`config.mk`:
```
export PLATFORM = sky130hd
export DESIGN_NAME = serdes_clk_div_tree
export DESIGN_NICKNAME = d
export VERILOG_FILES = /design/src/rtl/serdes_clk_div_tree.sv
export SDC_FILE = /design/constraint.sdc
export NUM_CORES = 1
export LEC_CHECK = 0
export ABC_AREA = 1
export BUFFER_PORTS_ARGS = -buffer_cell sky130_fd_sc_hd__buf_2
export CAP_MARGIN = 15
export CORE_MARGIN = 5
export CORE_UTILIZATION = 57
export DETAILED_ROUTE_END_ITERATION = 6
export PLACE_DENSITY = 0.88
export SETUP_SLACK_MARGIN = 0.15
export SYNTH_ARGS = -nofsm -noshare
export SYNTH_HDL_FRONTEND = slang
export SYNTH_SLANG_ARGS = --single-unit
```
`constraint.sdc`:
```
create_clock -name o_clk_ref -period 3.65 [get_ports o_clk_ref]
set_input_delay 0.5475 -clock o_clk_ref [delete_from_list [all_inputs] [get_ports o_clk_ref]]
set_output_delay 0.5475 -clock o_clk_ref [all_outputs]
set_load 0.1 [all_outputs]
```
`src/rtl/serdes_clk_div_tree.sv`:
```
// Power-of-two clock divider tree: one shared counter drives NumStages aligned, maskable
// divided clocks with synchronised glitch-free start/stop. Optional o_frame: SERDES_CLK_DIV_FRAME_EN.
module serdes_clk_div_tree #(
    parameter int NumStages  = 4,
    parameter int SyncStages = 2
) (
    input  logic                 o_clk_ref,
    input  logic                 i_rst,
    input  logic                 i_en,
    input  logic [NumStages-1:0] i_clk_mask,
    output logic [NumStages-1:0] o_clk,
    output logic                 o_active
`ifdef SERDES_CLK_DIV_FRAME_EN
    ,
    output logic                 o_frame
`endif
);

    typedef enum logic [1:0] {
        ST_IDLE  = 2'd0,
        ST_RUN   = 2'd1,
        ST_DRAIN = 2'd2
    } state_t;

    localparam logic [NumStages-1:0] CNT_MAX = {NumStages{1'b1}};
    localparam logic [NumStages-1:0] CNT_ONE = 1;

    state_t                state_reg;
    state_t                state_next;
    logic [NumStages-1:0]  cnt_reg;
    logic [NumStages-1:0]  cnt_next;
    logic [NumStages-1:0]  mask_reg;
    logic [NumStages-1:0]  mask_next;
    logic [NumStages-1:0]  clk_next;
    logic [SyncStages-1:0] sync_reg;
    logic                  en_s;
    logic                  cnt_wrap;
    logic                  active_next;

    assign en_s     = sync_reg[SyncStages-1];
    assign cnt_wrap = (cnt_reg == CNT_MAX);

    always_ff @(posedge o_clk_ref or posedge i_rst) begin
        if (i_rst) begin
            sync_reg <= '0;
        end else begin
            sync_reg <= {sync_reg[SyncStages-2:0], i_en};
        end
    end

    // Mask only reloads where every counter bit returns to 0, so no output is truncated.
    always_comb begin
        state_next = state_reg;
        cnt_next   = cnt_reg;
        mask_next  = mask_reg;
        case (state_reg)
            ST_IDLE: begin
                cnt_next = '0;
                if (en_s) begin
                    state_next = ST_RUN;
                    cnt_next   = CNT_ONE;
                    mask_next  = i_clk_mask;
                end
            end
            ST_RUN: begin
                cnt_next = cnt_reg + CNT_ONE;
                if (cnt_wrap) begin
                    mask_next = i_clk_mask;
                end
                if (!en_s) begin
                    state_next = ST_DRAIN;
                end
            end
            ST_DRAIN: begin
                cnt_next = cnt_reg + CNT_ONE;
                if (en_s) begin
                    state_next = ST_RUN;
                    if (cnt_wrap) begin
                        mask_next = i_clk_mask;
                    end
                end else if (cnt_wrap) begin
                    state_next = ST_IDLE;
                end
            end
            default: begin
                state_next = ST_IDLE;
                cnt_next   = '0;
            end
        endcase
    end

    assign active_next = (state_next != ST_IDLE);

    // Outputs are flops of the next-state AND, keeping them glitch-free.
    genvar gi;
    generate
        for (gi = 0; gi < NumStages; gi++) begin : g_out
            assign clk_next[gi] = cnt_next[gi] & mask_next[gi];
        end
    endgenerate

    always_ff @(posedge o_clk_ref or posedge i_rst) begin
        if (i_rst) begin
            state_reg <= ST_IDLE;
            cnt_reg   <= '0;
            mask_reg  <= '0;
            o_clk     <= '0;
            o_active  <= 1'b0;
        end else begin
            state_reg <= state_next;
            cnt_reg   <= cnt_next;
            mask_reg  <= mask_next;
            o_clk     <= clk_next;
            o_active  <= active_next;
        end
    end

`ifdef SERDES_CLK_DIV_FRAME_EN
    always_ff @(posedge o_clk_ref or posedge i_rst) begin
        if (i_rst) begin
            o_frame <= 1'b0;
        end else begin
            o_frame <= active_next && (cnt_next == CNT_MAX);
        end
    end
`endif

endmodule

```
==> reports/results.ini <==
[critical_path]
regToRegEndpoint = mask_reg[2]$_DFF_PP0_
rr_startpoint = state_reg[0]$_DFF_PP0_
crit_path_end = o_clk[2]
timing.critical_path.fanout_max = 1
cp_slowest_cell = buf_2
cp.depth = 1
crit_buf_inv = 1
crit_required_ns = 3.10
crit_path_start_kind = register
reg2reg_depth = 6
critPathLaunch = o_clk[2]$_DFF_PP0_
crit_family = buffers and inverters
critical_path.max_stage_delay_ns = 0.42
reg2reg_slack_ns = 2.17
crit_chain = buf_2
crit_type = reg2out
worstPathArrival_ns = 1.03
critPathCaptureType = output port

[routing]
wire_per_inst_um = 11.7
first_iter_violations = 11
drt-total-wl_mm = 1.38
wl_met2_um = 695
ant_nets = 0
vias = 611
drtPass1Iterations = 4
via_per_inst = 5.18
highest_layer = met4
dr_wl_met3_um = 68
wl_met1_um = 589
drc = 0

[sta]
fmax_ghz = 0.632
fin_tns_setup_ns = 0
skew_ns = 0.00308
min_period_ns = 1.58
timing.final.crit_share_pct = 43.4
rsz0062_at_grt = no
slew_viol_final = 0
finalSetupViolations = 0
finalHoldViolations = 0
relSlewSlack_pct = 60.4
worst_pin_slew_ns = 0.594

[yosys]
yosys_warnings = 0
ys_seq_area_share_pct = 52.6
synth_top_cell_area_share_pct = 52.6
synth.distinct_cells = 14
synth_top_area_cell = dfrtp_1
syn_inst = 88
mappedNetlistArea_um2 = 808
ys_ff_latch = 17
synth_fp_nets = 100
yosys-top-cells-area = dfrtp_1 53%, nand2_1 12%, ha_1 7.7%
synth.avg_cell_area_um2 = 9.18

[cts]
htreeDepth = 1
clock_path_buffers = 2
ctsHoldBuffers = 0
cts-resized-gates = 0
clk_pin_slew_ns = 0.09
cts_tree = done
clock_latency_ns = 0.28
cts_made_buffers = 3
cts_setup_buffers = 0
root_buffer = clkbuf_4
cts_num_sinks = 17

[power_and_ir_drop]
p_int_uw = 377
p_leak_nw = 0.520
p_sw_uw = 344
pwr-share-comb_pct = 48.1
switching_share_pct = 47.7
seq_power_share_pct = 38.8
p_clk_share_pct = 13.1
ir_worst_vdd_mv = 0.495
power_density_nw_per_um2 = 794

[grt]
grt_max_degree = 18
track_usage_pct = 16.5
gr-total-overflow = 0
grt_pass1_wl_mm = 2.52
antenna_found_initial = 0
grt_pass1_vias = 617

[flow_run]
drv_cap = 0

[floorplan]
io_pins = 12
fp.dieW_um = 47.7
dieArea_um2 = 2270
core_um2 = 1320
die_y_um = 47.7
core.rowCount = 13
start_util_pct = 61.3

[placed_design]
dp_hpwl_mm = 1.12
gp_congestion = 0.801
port_buffers = 11

[cells_and_area]
fin_util_pct = 68.9
antennaDiodeCount = 0
nets = 116
post_route_cells_drive_above_1_share_pct = 19.4
area_growth_pct = 12.4

[status]
status = finished clean

[min_path]
hold_class = in2async

-- cells in the mapped netlist --
cell,count
o21ai_1,1
a21oi_1,1
nor2_1,2
a21oi_2,4
nand2_1,25
o21a_1,1
nand3_1,9
nand4_1,2
dfrtp_1,17
nand3_4,1
a21oi_4,1
o21ai_0,3
inv_1,16
ha_1,5
-- kinds of logic (layout without fill, tap and decap cells) --
family	after synthesis	in the layout	share of synthesized area, %
AND/OR/NAND/NOR	39	39	21.8
flip-flops	17	17	52.6
buffers and inverters	16	31	7.43
AO/OA/AOI/OAI	11	11	10.4
adder cells (fa/ha/maj)	5	5	7.74
-- per-stage QoR --
stage	setup slack [ns]	cells	power, mW	area [µm²]	hold WS, ns
final	2.07	118	0.721	908	0.324
after global placement	2.26	114	0.613	882	0.335
after global routing	1.98	118	0.785	908	0.360
after CTS	2.06	118	0.725	908	0.339
after floorplan	2.22	88	0.558	808	0.331
after detailed placement	2.19	114	0.632	882	0.338
-- cell usage in the layout (no fill, tap or decap) --
cell and instances:
buf_2 11, ha_1 5, a21oi_1 1, o21a_1 1, o21ai_1 1, nand3_1 9, dfrtp_1 17, inv_1 16
nand3_4 1, nor2_1 2, a21oi_4 1, clkbuf_4 3, nand4_1 2, nand2_1 25, a21oi_2 4, o21ai_0 3
clkbuf_1 1
-- area by class of cell --
cell class,count,area [µm²]
multi-input combinational,55,323
tap,15,18.8
sequential,17,425
clock buffer,4,26.3
timing repair buffer,11,55.1
fill,96,409
inverter,16,60.1
-- metal layers --
layer | GRT usage (%) | vias up
li1 | - | 308
met1 | 19.1 | 282
met2 | 27.5 | 16
met3 | 3.76 | 5
met4 | 10.2 | 0
met5 | 0 | -
-- power by group through the flow --
stage / Clock [mW] / Combinational [mW] / Sequential (mW)
2_1_floorplan: 0 / 0.196 / 0.362
3_3_place_gp: 0 / 0.333 / 0.280
3_5_place_dp: 0 / 0.348 / 0.284
4_1_cts: 0.0956 / 0.350 / 0.280
5_1_grt: 0.104 / 0.394 / 0.287
6_report: 0.0945 / 0.347 / 0.280
-- worst min path at each step --
stage	start	endpoint	depth (start not counted)
after detailed placement	sync_reg[0]$_DFF_PP0_	sync_reg[1]$_DFF_PP0_	0
after global placement	sync_reg[0]$_DFF_PP0_	sync_reg[1]$_DFF_PP0_	0
after CTS	i_rst	mask_reg[1]$_DFF_PP0_	2
after global routing	i_en	sync_reg[0]$_DFF_PP0_	1
after floorplan	sync_reg[0]$_DFF_PP0_	sync_reg[1]$_DFF_PP0_	0
final	i_rst	mask_reg[1]$_DFF_PP0_	2
No activity file was read; power rests on OpenSTA's default activity.
